**config.mk**
```make
export PLATFORM = sky130hd
export DESIGN_NAME = rob_tag_alloc
export DESIGN_NICKNAME = d
export VERILOG_FILES = /design/src/rtl/rob_tag_alloc.sv
export SDC_FILE = /design/constraint.sdc
export NUM_CORES = 1
export LEC_CHECK = 0
export ABC_AREA = 1
export CORE_MARGIN = 2
export CORE_UTILIZATION = 25
export DETAILED_ROUTE_END_ITERATION = 7
export PLACE_DENSITY = 0.53
export SYNTH_ARGS = -nofsm -noshare
export SYNTH_HDL_FRONTEND = slang
export SYNTH_SLANG_ARGS = --single-unit
```
**constraint.sdc**
```tcl
create_clock -name clk -period 4.1 [get_ports clk]
set_input_delay 0.41 -clock clk [delete_from_list [all_inputs] [get_ports clk]]
set_output_delay 0.41 -clock clk [all_outputs]
set_load 0.1 [all_outputs]
```
**src/rtl/rob_tag_alloc.sv**
```systemverilog
// Reorder-buffer slot allocator: hands out ROB indices in program order
// and tracks the in-flight window between commit head and allocation tail.
module rob_tag_alloc #(
   parameter int ROB_SLOTS    = 16,
   parameter int ROB_IDX_BITS = 4
) (
   input  logic                    clk,
   input  logic                    rst,
   input  logic                    clear,
   input  logic                    alloc_req,
   output logic                    alloc_ready,
   output logic [ROB_IDX_BITS-1:0] alloc_idx,
   input  logic                    commit,
   input  logic [ROB_IDX_BITS-1:0] commit_idx,
   output logic [ROB_IDX_BITS-1:0] head_idx,
   output logic [ROB_IDX_BITS:0]   count,
   output logic                    empty,
   output logic                    full,
   output logic [ROB_SLOTS-1:0]    busy,
   output logic                    err
);

   localparam logic [ROB_IDX_BITS:0] FULL_CNT = ROB_SLOTS[ROB_IDX_BITS:0];

   logic [ROB_IDX_BITS-1:0] tail_q;
   logic [ROB_IDX_BITS-1:0] head_q;
   logic [ROB_IDX_BITS:0]   cnt_q;
   logic [ROB_SLOTS-1:0]    busy_q;
   logic                    err_q;

   logic fire;
   logic cvalid;
   logic bad_commit;

   assign empty       = (cnt_q == '0);
   assign full        = (cnt_q == FULL_CNT);
   // No commit bypass: a full buffer stays closed for the whole cycle.
   assign alloc_ready = !full;
   assign alloc_idx   = tail_q;
   assign head_idx    = head_q;
   assign count       = cnt_q;
   assign busy        = busy_q;
   assign err         = err_q;

   assign fire       = alloc_req && alloc_ready;
   assign cvalid     = commit && !empty;
   assign bad_commit = (commit && empty) || (cvalid && (commit_idx != head_q));

   always_ff @(posedge clk) begin
      if (rst) begin
         tail_q <= '0;
         head_q <= '0;
         cnt_q  <= '0;
         busy_q <= '0;
         err_q  <= 1'b0;
      end else if (clear) begin
         tail_q <= '0;
         head_q <= '0;
         cnt_q  <= '0;
         busy_q <= '0;
      end else begin
         // head and tail only coincide when empty or full, so the
         // set and clear below never target the same slot.
         if (fire) begin
            busy_q[tail_q] <= 1'b1;
            tail_q         <= tail_q + 1'b1;
         end
         if (cvalid) begin
            busy_q[head_q] <= 1'b0;
            head_q         <= head_q + 1'b1;
         end
         if (fire && !cvalid) begin
            cnt_q <= cnt_q + 1'b1;
         end else if (cvalid && !fire) begin
            cnt_q <= cnt_q - 1'b1;
         end
         if (bad_commit) begin
            err_q <= 1'b1;
         end
      end
   end

endmodule
```
* Word-level counts from Yosys, hierarchy flattened *
Index checks and enable logic that the tools add are counted.

cells by class
  add/subtract/negate cells = 4
  equal/unequal tests = 2
  reduce and logical (&&, ||, !) cells = 17
  bitwise gates (word level) = 4
  magnitude comparators = 4
  muxes and demuxes = 10

operators by type and width
  cell                   count
  $mux W16               4
  $and A16 B16 Y16       1
  $not A16 Y16           1
  $or A16 B16 Y16        1
  $lt A4 B5 Y1 const B   2
  $mux W5                2
  $add A4 B1 Y4 const B  2
  $demux W1 S4           2
  $ge A4 B1 Y1 const B   2
  $logic_and A1 B1 Y1    8
  $add A5 B1 Y5 const B  1
  $eq A5 B5 Y1 const B   1
  $logic_not A5 Y1       1
  $sub A5 B1 Y5 const B  1
  $logic_not A1 Y1       4
  $ne A4 B4 Y1           1
  $mux W1                2
  $reduce_and A2 Y1      1
  $reduce_bool A2 Y1     1
  $reduce_or A2 Y1       1
  $logic_or A1 B1 Y1     1
  $not A1 Y1             1

storage, ports and cells
  output and inout bits = 33
  logic and storage cells = 46
  input port bits = 9
  bits in registers = 30

* Longest topological paths before layout *
  depth after elaboration = 10
  depth in mapped cells = 14

* Worst setup path after synthesis *
OpenSTA, ideal clock, no wires.

  kind = reg2reg
  start point = register cnt_q[4], in the netlist count[4]
  end point = register cnt_q[4], in the netlist count[4]
  required time = 4027 ps
  setup slack = 901 ps
  cell stages (with the launch flop) = 13
  arrival time = 3126 ps
  cell sequence = dfxtp_1 nand3_4 nand2_4 inv_2 ha_1 inv_1 ha_1 or2_2 nand2_1 nand2_1 nand2_1 nand2_1 a21oi_1

on the way
  word-level cells in the longest chain between the ends = 6
  elaborated cells between the ends (all ways) = 15
  classes of those cells = 2 x add/sub; 1 x eq/ne; 2 x mux; 10 x reduce/logical

ends and longest elaborated chain
  what                                 RTL line  source
  start: declaration                   27        logic [ROB_IDX_BITS:0] cnt_q;
  start signal: assignment             73        cnt_q <= cnt_q + 1'b1;
  start signal: assignment             75        cnt_q <= cnt_q - 1'b1;
  $eq A5 B5 Y1 (*)                     36        assign full = (cnt_q == FULL_CNT);
  $logic_not A1 Y1 (*)                 38        assign alloc_ready = !full;
  named net alloc_ready                11        output logic alloc_ready,
  $logic_and A1 B1 Y1 (*)              45        assign fire = alloc_req && alloc_ready;
  $logic_not A1 Y1                     74        end else if (cvalid && !fire) begin
  $logic_and A1 B1 Y1                  74
  $reduce_bool A2 Y1 (no source line)  -

Mark *: on every way through the listed nets, which the timed path passes. The rest lies on a longest branch. The select of a mux whose other input is x is not followed.
A chain may end at the register's enable or synchronous reset.

* Worst setup path after layout *
  start point = register cnt_q[1], in the netlist count[1]
  end point = output empty

on the way
  word-level cells in the longest chain between the ends = 1

ends and longest elaborated chain
  what              RTL line  source
  $logic_not A5 Y1  35        assign empty = (cnt_q == '0);
  end: declaration  17        output logic empty,

No other way between the ends.

==> impl_metrics.ini <==
[run_status]
outcome = finished clean

[grt]
grt_pass1_wl_um = 7514
grt_max_degree = 22
antenna_found_initial = 0
track_usage = 0.1246
overflow = 0
grt_pass1_vias = 1555

[synth]
yosysWarnings = 0
postSynth.asyncResetShare = 0
ys_seq_elements = 30
synth-edff-count = 0
synth-main-ff-cell = dfxtp_1
yosysUniqueCellTypes = 29
syn_nets = 279
seq_area_frac_synth = 0.3320
synthCells = 256
synth_area_per_cell_um2 = 7.067
syn_area_um2 = 1809

[setup_path]
reg2reg_depth = 12
cp-start-kind = register
worstPathMaxFanout = 5
timing.critical_path.to = empty
reg2reg_from = count[4]
cp-end-kind = output pin
path_class = reg -> out
cp-startpoint = count[1]
reg2reg_to = count[4]
worstPathRequired_ns = 3.69
arrival_ns = 2.17
r2r_slack_ns = 1.69

[floorplanning]
dieArea_um2 = 7933
initial_core_util = 0.2535
io_pins = 42
design.core.area_um2 = 7137
die_h_um = 89.07
row_count = 31
die_x_um = 89.07

[sta]
rsz0062_at_grt = no
tightestPinTransition_ns = 0.9787
setup_violations = 0
drv_slew = 0
whs_ns = 0.4513
skew_ns = 0.008328
hold_violations = 0
post-route-min-period_ns = 2.585
relSlewSlack = 0.3455
fin_crit_sh = 0.6305
setup_slack_ns = 1.515
finalSetupTns_ns = 0
fmax_mhz = 386.9

[cells_and_area]
fin_area_um2 = 2424
postLayoutCoreUtil = 0.3396
fillers = 800
nets = 323
n_antenna_cell = 0
drive_gt1_frac = 0.06977
area_growth_pct = 33.96

[placement]
dp_hpwl_um = 3438
port-buffer-count = 41
place_area_um2 = 2310
place_ws_ns = 1.391
gp_congestion = 0.7783

[flow_run]
cap_violations = 0

[power]
powerDensity_nw_per_um2 = 426.4
p_leak_nw = 1.007
ir_drop_mv = 0.1539

[clocking]
cts_tree = done
root_buffer = clkbuf_8
clkLatencyLatePin_ns = 0.29
cts_resized = 0
clockBufferDepth = 2
clk_pin_slew_ns = 0.07
clkSinkCount = 30
cts_max_level = 2
cts_buffers = 5
ctsHoldBuffers = 0
cts_setup_buffers = 0

[drt]
drtAntennaViolNets = 0
drt_pass1_iterations = 4
drc = 0
post_drt_wl_per_cell_um = 11.29
drt-vias-per-instance = 4.175
routed_wl_um = 4514
drt_iter0_drc = 71
routed-via-count = 1670

[hold_path]
hold_depth = 2
hold_path.class = reg -> reg
-- metal layers --
layer,share of wire,vias up,GRT usage
met2,0.46,36,0.1974
met4,0.015,0,0.04478
met5,0,-,0
li1,-,891,-
met1,0.48,737,0.1641
met3,0.045,6,0.03232
-- state kept, by name, indices dropped and copies added (netlist names) --
signal / cells
head_idx: 4
busy: 16
alloc_idx: 4
count: 5
err: 1
-- Yosys cell counts, types with 2 or more instances --
cell type  number  area (um^2)
nor2_1         36        135.1
xor2_1          8        70.07
nand3_1        16        80.08
nand4_1         2        12.51
buf_2           2        10.01
ha_1           13        162.7
inv_1          36        135.1
dfxtp_1        30        600.6
nand2_2         2        12.51
xnor2_1         2        17.52
o21bai_1       11        82.58
a21oi_1        14        70.07
nand2_1        56        210.2
o21ai_1         7        35.03
o21ai_0         5        25.02
nor2_4          2        22.52
inv_2           2        7.510
-- placed cells by master, fill, tap and decap left out --
cell type / n
a21oi_1: 14
xor2_1: 8
bufinv_16: 1
o21ai_0: 5
nand2_4: 1
nand2_2: 2
inv_1: 36
o21ai_1: 7
clkinv_1: 1
o21bai_1: 11
xnor2_1: 2
clkbuf_8: 5
nand2_1: 56
nand3_1: 16
nor2_1: 36
fa_1: 1
dfxtp_1: 30
ha_1: 13
inv_2: 2
nor2_2: 1
buf_4: 1
nand4_1: 2
nor2_4: 2
nor3_1: 1
clkdlybuf4s50_1: 41
clkinvlp_4: 2
or2_2: 1
nand3_2: 1
nand3_4: 1
a21oi_2: 1
-- worst min-delay path by stage --
stage	start	end	slack, ns
floorplan	rst	err	0.55
global placement	err	err	0.44
detailed placement	busy[9]	busy[9]	0.44
CTS	busy[9]	busy[9]	0.45
global route	busy[8]	busy[8]	0.47
finish	busy[9]	busy[9]	0.45
-- critical path, cell delays in order (launching register included) --
cell and delay, ns:
dfxtp_1 0.37, nor2_4 0.16, nand3_2 0.14, inv_1 0.08, clkdlybuf4s50_1 1.12
-- kinds of logic after synthesis --
kind of cell,Yosys count,share of synthesized area
xor+xnor,10,0.04841
simple gates,120,0.2925
buf+inv,44,0.1037
flops,30,0.3320
fa+ha+maj,14,0.1010
compound gates,38,0.1224
-- through the flow --
stage | power, mW | cells
3_5_place_dp | 0.7357 | 392
2_1_floorplan | 0.6526 | 256
4_1_cts | 1.045 | 400
3_3_place_gp | 0.7323 | 392
6_report | 1.033 | 400
5_1_grt | 1.092 | 400
-- where the power goes --
group,switching [mW],internal [mW],leakage [nW]
combinational,0.290,0.111,0.714
sequential,0.0222,0.305,0.243
clock,0.125,0.181,0.0504
-- layout make-up --
type                            count  area (um^2)  area share
Multi-Input combinational cell    182         1021      0.4213
Sequential cell                    30        600.6      0.2478
Timing Repair Buffer               42        417.9      0.1724
Inverter                           39        146.4     0.06040
Tap cell                           99        123.9     0.05111
Clock buffer                        5        68.82     0.02839
Clock inverter                      3        45.04     0.01859
No activity file was read; power rests on OpenSTA's default activity.
